===== src/rtl/vram_arb_pkg.sv =====
// Shared types and counter widths for the VRAM arbiter.
package vram_arb_pkg;

  // Access sequencer states.
  typedef enum logic [1:0] {
    IDLE   = 2'd0,
    ACCESS = 2'd1,
    DONE   = 2'd2
  } state_e;

  // Arbitration winner.
  typedef enum logic {
    GNT_MPU = 1'b0,
    GNT_GFX = 1'b1
  } grant_e;

  // Parameter maxima; counter widths are sized for these so any legal setting fits.
  localparam int unsigned WaitStatesMax = 7;
  localparam int unsigned MpuMaxWaitMax = 15;
  localparam int unsigned WaitCntW      = $clog2(WaitStatesMax + 1);
  localparam int unsigned StarveCntW    = $clog2(MpuMaxWaitMax + 1);

endpackage


===== src/rtl/vram_arb_select.sv =====
// Winner selection for the VRAM arbiter: graphics has priority, but the MPU is
// forced through once it has lost MPU_MAX_WAIT consecutive arbitrations.
module vram_arb_select
  import vram_arb_pkg::*;
#(
  parameter int unsigned MPU_MAX_WAIT = 4
) (
  input  logic   i_clk,
  input  logic   i_reset,
  input  logic   i_arb_en,   // high in IDLE, when the grant is actually consumed
  input  logic   i_mpu_req,
  input  logic   i_gfx_req,
  output logic   o_any_req,
  output grant_e o_grant
);

  logic [StarveCntW-1:0] r_starve;
  logic                  w_starved;

  assign w_starved = (r_starve == StarveCntW'(MPU_MAX_WAIT));

  // Combinational winner; only meaningful when o_any_req is high.
  always_comb begin
    o_any_req = i_mpu_req | i_gfx_req;
    o_grant   = GNT_GFX;
    if (i_mpu_req && (!i_gfx_req || w_starved)) begin
      o_grant = GNT_MPU;
    end
  end

  // Starvation counter: counts MPU losses, saturating; clears on MPU win or MPU idle.
  always_ff @(posedge i_clk) begin
    if (i_reset) begin
      r_starve <= '0;
    end else if (i_arb_en) begin
      if (!i_mpu_req || (o_grant == GNT_MPU)) begin
        r_starve <= '0;
      end else if (!w_starved) begin
        r_starve <= r_starve + 1'b1;
      end
    end
  end

endmodule


===== src/rtl/vram_arbiter.sv =====
// Shares the external async VRAM between the MPU bridge and the graphics fetch
// port. Each access runs IDLE -> ACCESS (1 + WAIT_STATES cycles) -> DONE, where
// DONE is a bus-turnaround cycle carrying the winner's one-cycle ack.
module vram_arbiter
  import vram_arb_pkg::*;
#(
  parameter int unsigned ADDR_WIDTH   = 16,
  parameter int unsigned DATA_WIDTH   = 16,
  parameter int unsigned WAIT_STATES  = 1,
  parameter int unsigned MPU_MAX_WAIT = 4
) (
  input  logic                  i_clk,
  input  logic                  i_reset,
  input  logic                  i_mpu_req,
  input  logic                  i_mpu_wr,
  input  logic [1:0]            i_mpu_be,
  input  logic [ADDR_WIDTH-1:0] i_mpu_addr,
  input  logic [DATA_WIDTH-1:0] i_mpu_wdata,
  output logic                  o_mpu_ack,
  output logic [DATA_WIDTH-1:0] o_mpu_rdata,
  input  logic                  i_gfx_req,
  input  logic [ADDR_WIDTH-1:0] i_gfx_addr,
  output logic                  o_gfx_ack,
  output logic [DATA_WIDTH-1:0] o_gfx_rdata,
  output logic                  o_vram_en,
  output logic                  o_vram_rd,
  output logic                  o_vram_wr,
  output logic [1:0]            o_vram_be,
  output logic [ADDR_WIDTH-1:0] o_vram_addr,
  output logic [DATA_WIDTH-1:0] o_vram_data_out,
  input  logic [DATA_WIDTH-1:0] i_vram_data_in
);

  state_e                r_state;
  grant_e                r_gnt;
  logic [WaitCntW-1:0]   r_wait;
  logic                  r_mpu_ack;
  logic                  r_gfx_ack;
  logic [DATA_WIDTH-1:0] r_mpu_rdata;
  logic [DATA_WIDTH-1:0] r_gfx_rdata;
  // The vram_* output registers double as the latched copy of the winner's fields,
  // so requester field changes after the grant cannot disturb the access.
  logic                  r_vram_en;
  logic                  r_vram_rd;
  logic                  r_vram_wr;
  logic [1:0]            r_vram_be;
  logic [ADDR_WIDTH-1:0] r_vram_addr;
  logic [DATA_WIDTH-1:0] r_vram_data_out;

  logic                  w_arb_en;
  logic                  w_any_req;
  grant_e                w_grant;

  assign w_arb_en = (r_state == IDLE);

  vram_arb_select #(
    .MPU_MAX_WAIT (MPU_MAX_WAIT)
  ) u_select (
    .i_clk     (i_clk),
    .i_reset   (i_reset),
    .i_arb_en  (w_arb_en),
    .i_mpu_req (i_mpu_req),
    .i_gfx_req (i_gfx_req),
    .o_any_req (w_any_req),
    .o_grant   (w_grant)
  );

  // Access sequencer with registered bus strobes, acks and read-data capture.
  always_ff @(posedge i_clk) begin
    if (i_reset) begin
      r_state         <= IDLE;
      r_gnt           <= GNT_GFX;
      r_wait          <= '0;
      r_mpu_ack       <= 1'b0;
      r_gfx_ack       <= 1'b0;
      r_mpu_rdata     <= '0;
      r_gfx_rdata     <= '0;
      r_vram_en       <= 1'b0;
      r_vram_rd       <= 1'b0;
      r_vram_wr       <= 1'b0;
      r_vram_be       <= '0;
      r_vram_addr     <= '0;
      r_vram_data_out <= '0;
    end else begin
      // Acks are single-cycle pulses; only the ACCESS exit raises one.
      r_mpu_ack <= 1'b0;
      r_gfx_ack <= 1'b0;
      case (r_state)
        IDLE: begin
          if (w_any_req) begin
            r_state   <= ACCESS;
            r_gnt     <= w_grant;
            r_wait    <= WaitCntW'(WAIT_STATES);
            r_vram_en <= 1'b1;
            if (w_grant == GNT_MPU) begin
              r_vram_rd       <= ~i_mpu_wr;
              r_vram_wr       <= i_mpu_wr;
              r_vram_be       <= i_mpu_be;
              r_vram_addr     <= i_mpu_addr;
              r_vram_data_out <= i_mpu_wdata;
            end else begin
              r_vram_rd       <= 1'b1;
              r_vram_wr       <= 1'b0;
              r_vram_be       <= 2'b11;
              r_vram_addr     <= i_gfx_addr;
              r_vram_data_out <= '0;
            end
          end
        end
        ACCESS: begin
          if (r_wait != '0) begin
            r_wait <= r_wait - 1'b1;
          end else begin
            if (r_vram_rd) begin
              if (r_gnt == GNT_MPU) begin
                r_mpu_rdata <= i_vram_data_in;
              end else begin
                r_gfx_rdata <= i_vram_data_in;
              end
            end
            if (r_gnt == GNT_MPU) begin
              r_mpu_ack <= 1'b1;
            end else begin
              r_gfx_ack <= 1'b1;
            end
            // Turnaround: release the bus completely for the DONE cycle.
            r_vram_en       <= 1'b0;
            r_vram_rd       <= 1'b0;
            r_vram_wr       <= 1'b0;
            r_vram_be       <= '0;
            r_vram_addr     <= '0;
            r_vram_data_out <= '0;
            r_state         <= DONE;
          end
        end
        DONE: begin
          r_state <= IDLE;
        end
        default: begin
          r_state <= IDLE;
        end
      endcase
    end
  end

  assign o_mpu_ack       = r_mpu_ack;
  assign o_gfx_ack       = r_gfx_ack;
  assign o_mpu_rdata     = r_mpu_rdata;
  assign o_gfx_rdata     = r_gfx_rdata;
  assign o_vram_en       = r_vram_en;
  assign o_vram_rd       = r_vram_rd;
  assign o_vram_wr       = r_vram_wr;
  assign o_vram_be       = r_vram_be;
  assign o_vram_addr     = r_vram_addr;
  assign o_vram_data_out = r_vram_data_out;

endmodule


===== config.mk =====
export PLATFORM = sky130hd
export DESIGN_NAME = vram_arbiter
export DESIGN_NICKNAME = d
export VERILOG_FILES = /design/src/rtl/vram_arb_pkg.sv /design/src/rtl/vram_arb_select.sv /design/src/rtl/vram_arbiter.sv
export SDC_FILE = /design/constraint.sdc
export NUM_CORES = 1
export LEC_CHECK = 0
export BUFFER_PORTS_ARGS = -buffer_cell sky130_fd_sc_hd__buf_2
export CAP_MARGIN = 10
export CORE_MARGIN = 5
export CORE_UTILIZATION = 40
export CTS_CLUSTER_SIZE = 12
export DETAILED_ROUTE_END_ITERATION = 10
export PLACE_DENSITY = 0.71
export SETUP_SLACK_MARGIN = 0.2
export SLEW_MARGIN = 20
export SYNTH_ARGS = -nofsm -noshare
export SYNTH_HDL_FRONTEND = slang
export SYNTH_SLANG_ARGS = --single-unit

===== constraint.sdc =====
create_clock -name i_clk -period 2.3 [get_ports i_clk]
set_clock_uncertainty 0.1 [all_clocks]
set_input_delay 0.46 -clock i_clk [delete_from_list [all_inputs] [get_ports i_clk]]
set_output_delay 0.46 -clock i_clk [all_outputs]
set_load 0.02 [all_outputs]

== Word-level counts from Yosys, hierarchy flattened ==
Index checks and enable logic that the tools add are counted.

* Bits of input ports: 71
* Word-level logic and storage cells: 74
* Output and inout bits: 71
* Flip-flop bits (word level): 81

* Bitwise logic cells: 5
* Eq/ne operators: 6
* Reduce and logical (&&, ||, !) cells: 16
* $add $sub $neg: 2
* Multiplexer cells: 31

{| class="wikitable"
|+ Operator list
! operator !! number
|-
| 16-bit two-way mux || 5
|-
| 16-bit one-hot mux with 2 select lines || 2
|-
| 2-bit two-way mux || 5
|-
| 1-bit two-way mux || 9
|-
| 4-bit two-way mux || 2
|-
| 2-bit != test, second input constant || 4
|-
| 2-bit one-hot mux with 2 select lines || 2
|-
| 4-bit AND reduction || 2
|-
| 3-bit two-way mux || 2
|-
| 1-bit one-hot mux with 2 select lines || 3
|-
| 3-bit one-hot mux with 2 select lines || 1
|-
| 2-bit AND reduction || 3
|-
| 3-bit AND reduction || 2
|-
| 4-bit by 1-bit adder with 4-bit output, second input constant || 1
|-
| 4-bit by 3-bit equality test with 1-bit output, second input constant || 1
|-
| 1-bit NOT || 4
|-
| 3-bit nonzero test || 1
|-
| 3-bit OR reduction || 1
|-
| 3-bit by 1-bit subtractor with 3-bit output, second input constant || 1
|-
| 2-bit by 1-bit equality test with 1-bit output, second input constant || 1
|-
| 1-bit zero test || 2
|-
| 2-bit zero test || 1
|-
| 1-bit logical OR || 2
|-
| 2-bit nonzero test || 1
|-
| other kinds (2) || 2
|}

== Depth between registers and ports, before layout ==
* Depth after elaboration: 6
* Gate-level depth with buffers: 7
* Gate-level depth less buffers: 5

== By module ==
A second synthesis with hierarchy kept.

* Cell total of the unflattened synthesis: 314
* Area, all modules: 3293.2 um^2

{| class="wikitable"
|+ Modules (own cells, without submodules)
! module !! instances !! cells an instance !! area an instance (um^2) !! seq. area each (um^2)
|-
| vram_arbiter || 1 || 286 || 3054.2 || 1541.5
|-
| vram_arb_select || 1 || 28 || 239.0 || 80.1
|}

== Worst setup path after synthesis ==
Ideal clock, no wire load.

* Kind: in2reg
* From: in i_gfx_req
* To: reg r_vram_data_out[0], in the netlist o_vram_data_out[0]
* Buffers on the path: 3
* Setup time: 0.059 ns
* Path slack: 0.574 ns
* Required time: 2.141 ns
* Stages on the path: 6
* Arrival time: 1.567 ns
* Path through: buf_6 -> or2_1 -> buf_2 -> a211oi_4 -> buf_6 -> a22o_1

* Cells in the longest elaborated chain, start to end: 6
* Elaborated cells on any way between the ends: 9
* Classes of those cells: eq/ne (1); mux (3); bitwise (1); reduce/logical (4)

{| class="wikitable"
|+ Ends and longest elaborated chain
! element !! line !! text
|-
| from (decl) || vram_arbiter.sv:21 || <nowiki>input logic i_gfx_req,</nowiki>
|-
| 1-bit zero test || vram_arb_select.sv:26 || <nowiki>if (i_mpu_req && (!i_gfx_req || w_starved)) begin</nowiki>
|-
| 1-bit logical OR || vram_arb_select.sv:26 ||
|-
| 1-bit logical AND || vram_arb_select.sv:26 ||
|-
| 16-bit two-way mux || vram_arbiter.sv:95 || <nowiki>if (w_grant == GNT_MPU) begin</nowiki>
|-
| 16-bit two-way mux || vram_arbiter.sv:90 || <nowiki>if (w_any_req) begin</nowiki>
|-
| 16-bit one-hot mux with 2 select lines || vram_arbiter.sv:88 || <nowiki>case (r_state)</nowiki>
|-
| to (signal assigned) || vram_arbiter.sv:100 || <nowiki>r_vram_data_out <= i_mpu_wdata;</nowiki>
|-
| to (decl) || vram_arbiter.sv:48 || <nowiki>logic [DATA_WIDTH-1:0] r_vram_data_out;</nowiki>
|}

Parallel ways exist; a longest one is shown, timed or not. The select of a mux whose other input is x is not followed.
A chain may end at the register's enable or synchronous reset.

== Worst setup path after layout ==
* From: reg u_select.r_starve[0]
* To: reg r_vram_addr[0], in the netlist o_vram_addr[0]

* Cells in the longest elaborated chain, start to end: 6

{| class="wikitable"
|+ Ends and longest elaborated chain
! element !! line !! text
|-
| from (decl) || vram_arb_select.sv:17 || <nowiki>logic [StarveCntW-1:0] r_starve;</nowiki>
|-
| from (signal assigned) || vram_arb_select.sv:39 || <nowiki>r_starve <= r_starve + 1'b1;</nowiki>
|-
| 4-bit by 3-bit equality test with 1-bit output || vram_arb_select.sv:20 || <nowiki>assign w_starved = (r_starve == StarveCntW'(MPU_MAX_WAIT));</nowiki>
|-
| 1-bit logical OR || vram_arb_select.sv:26 ||
|-
| 1-bit logical AND || vram_arb_select.sv:26 ||
|-
| 16-bit two-way mux || vram_arbiter.sv:95 ||
|-
| 16-bit two-way mux || vram_arbiter.sv:90 ||
|-
| 16-bit one-hot mux with 2 select lines || vram_arbiter.sv:88 ||
|-
| to (signal assigned) || vram_arbiter.sv:99 || <nowiki>r_vram_addr <= i_mpu_addr;</nowiki>
|-
| to (signal assigned) || vram_arbiter.sv:105 || <nowiki>r_vram_addr <= i_gfx_addr;</nowiki>
|-
| to (decl) || vram_arbiter.sv:47 || <nowiki>logic [ADDR_WIDTH-1:0] r_vram_addr;</nowiki>
|}

No other way between the ends. The select of a mux whose other input is x is not followed.

==> metrics <==
outcome completed; Critical R2R Launch u_select.r_starve[0]; FF+latch count, synth 81; register share of total power 0.446; Slew HR 0.610; initial antenna violation count 0; Pwr Total 3.44 mW; Clock Sink Count 81; Yosys warning total 0; hold-fix buffers at CTS 0; CORE AREA 8130 um2; vias in the first global route 2759; Final Hold Fails 0; Final nets 515; DPL Wire Length 6230 um; Post-DP Area 4040 um2; worst hold start i_mpu_wdata[0]; Worst-path clk slew 0.08 ns; global router's overall resource usage 0.162; worst hold path type input port to flip-flop; switching pwr 881 uW; Pwr Density 797 nW/um2; period utilisation layout 0.832; Wirelength per Cell 15.1 um; Net Count, Synth 380; CP Cell Sequence inv_1 > ha_1 > nand3b_1 > o2111a_1 > a221o_2; Root Driver clkbuf_8; max incr delay on CP 0.52 ns; RSZ-0062 raised after global routing no; worst-margin pin slew 0.584 ns; synthesized instance count 305; Synth cell types 40; Internal 2.56 mW; Hold Path End o_vram_data_out[0]; first-pass GRT wire length 13000 um; Worst R2R Path Depth 5; Num CTS Buffers 9; Clock Path Buffers 2; I/O pin total 142; Routed Antenna Nets 0; Area Growth Syn to Fin 31.0%; CTS tree done; CP Launch Type flip-flop; residual DRC count 0; Clock power frac 0.401; worst reg2reg path endpoint o_vram_addr[0]; Fillers 744; die width 101 um; critical path required time 2.43 ns; Setup Fix Bufs, Post-CTS 0; hold path depth 2; combinational power share 0.154; sequential fraction of the synthesis area 0.492; P_leak 2.11 nW; CP Max Fanout 16; drt via density 5.16; # port buffers 141; Initial Util 0.405; H-tree levels 3; # Max-Cap Violations 0; RD Place Congestion 0.804; Pre-Repair DR Iteration Count 4; Avg Cell Area, Syn 10.8 um2; VDD IR max 371 uV; GR Overflow Total 0; initial DRC count 78; Crit-path slowest cell o2111a_1; die area 10200 um2; share of layout cells above drive strength 1 0.400; Slew Limit Fails 0; setup TNS 0 ns; switching fraction of total power 0.256; vias 2836; pin count of the biggest net entering global routing 51; Row Count 33; # diodes 0; Setup crit end kind flip-flop; # setup viols final 0; Die Ht 101 um; Post-CTS Resized 0; Max Clock Freq 0.522 GHz; Routed WL 8310 um; Clock Latency Late Sink 0.34 ns; mapped cell area 3300 um2; Setup CP Type flip-flop to flip-flop; R2R setup slack 0.39 ns; final instance area 4320 um2; fin crit period 1.91 ns; Data arrival, critical path 2.05 ns
-- power by group through the flow --
stage,clock network (mW),registers [mW],logic [mW]
after floorplan,0,1.64,0.282
after global placement,0,1.57,0.522
after detailed placement,0,1.57,0.534
after CTS,1.42,1.53,0.537
after global routing,1.48,1.55,0.580
final,1.38,1.53,0.529
-- flip-flops by register name, summed over array words and instances, names as in the netlist, 2 cells and up --
| signal | count |
|---|---|
| o_vram_be | 2 |
| o_vram_data_out | 16 |
| o_vram_addr | 16 |
| r_state | 2 |
| u_select.r_starve | 4 |
| r_wait | 3 |
| o_mpu_rdata | 16 |
| o_gfx_rdata | 16 |
-- through the flow --
stage               utilization  setup WS, ns  std cells  hold slack [ns]
floorplan                     -         0.574        305            0.357
global placement          0.497         0.450        534            0.340
detailed placement        0.497         0.406        534            0.347
CTS                       0.531         0.391        550            0.206
global route              0.531         0.283        550            0.206
finish                    0.531         0.386        550            0.228
-- kinds of logic (layout without fill, tap and decap cells) --
kind of cell / count (synthesis) / after routing / synth area share
and+or+nand+nor: 83 / 83 / 0.125
DFF: 81 / 81 / 0.492
AOI/OAI and AO/OA: 70 / 70 / 0.202
muxes: 33 / 33 / 0.100
buffers and inverters: 32 / 172 / 0.0611
adders and majority gates: 4 / 4 / 0.0152
xor gates and xnor gates: 2 / 2 / 0.00532
-- how the worst max path moves through the flow --
stage | start | end | slack, ns | depth (start not counted)
2_1_floorplan | i_gfx_req | o_vram_data_out[0] | 0.57 | 6
3_3_place_gp | u_select.r_starve[0] | o_vram_addr[2] | 0.45 | 5
3_5_place_dp | u_select.r_starve[0] | o_vram_addr[0] | 0.41 | 5
4_1_cts | r_wait[0] | o_gfx_rdata[4] | 0.39 | 5
5_1_grt | r_wait[0] | o_gfx_rdata[2] | 0.28 | 5
6_report | u_select.r_starve[0] | o_vram_addr[0] | 0.39 | 5
-- cells in the mapped netlist --
library cell,count,share of area
and3_1,2,0.0038
a211oi_4,2,0.012
nor2_1,1,0.0011
nor3b_1,1,0.0023
buf_2,5,0.0076
nor3b_4,1,0.0057
or2_1,1,0.0019
a211oi_1,1,0.0023
nand4bb_1,1,0.0034
o221ai_1,1,0.0027
nor2b_1,2,0.0038
nand3_1,1,0.0015
and4bb_2,1,0.0038
nor3_1,6,0.0091
inv_1,7,0.0080
xnor2_1,2,0.0053
clkbuf_1,9,0.010
nand3_2,1,0.0030
a22o_1,17,0.045
buf_4,2,0.0046
a31oi_1,1,0.0019
or4_1,1,0.0023
nand3b_1,2,0.0046
or3_1,2,0.0038
a221o_1,13,0.039
nor2_2,2,0.0038
a221o_2,3,0.010
dfxtp_1,81,0.49
a21oi_1,6,0.0091
nand2_1,54,0.062
a311oi_1,1,0.0027
or3b_4,1,0.0034
buf_6,9,0.031
ha_1,4,0.015
a221oi_1,5,0.013
mux2i_1,33,0.10
o21ai_0,3,0.0046
o2111a_1,17,0.058
nand2b_1,2,0.0038
or2_2,1,0.0019
-- per-layer routing --
layer / up-vias / track usage / share of wire
met1: 1296 / 0.215 / 0.46
met2: 127 / 0.235 / 0.41
met5: - / 0 / 0
li1: 1401 / - / -
met4: 0 / 0.0777 / 0.019
met3: 12 / 0.0561 / 0.11
-- worst max-delay path, delay by kind of cell, from the launching register on --
kind            cells  cell delay, ns
compound gates      2            0.93
fa+ha+maj           1            0.15
buf+inv             1            0.07
flops               1            0.35
simple gates        1            0.21
-- placed cells by master, fill, tap and decap left out, types with 2 or more instances in the layout --
master     count
nand2_1       54
buf_4          6
a22o_1        17
nor3_1         6
a221o_2        3
and3_1         2
nor2b_1        2
o21ai_0        3
dfxtp_1       81
buf_12         2
o2111a_1      17
nor2_2         2
xnor2_1        2
a211oi_4       2
inv_1          6
a221o_1       13
mux2i_1       33
buf_2        141
a21oi_1        6
nand3b_1       2
clkbuf_8      10
nand2b_1       2
bufinv_16      4
a221oi_1       5
ha_1           4
or3_1          2
-- area by class of cell --
class	instances	area, um2	share of cell area
flip-flops and latches	81	1620	0.376
multi-input cells	192	1470	0.341
repair buffers	149	791	0.183
clock buffers	10	138	0.0319
clock inverters	6	138	0.0319
well taps	105	131	0.0304
inverters	7	26.3	0.00609
Power figures use the tool's default switching activity.
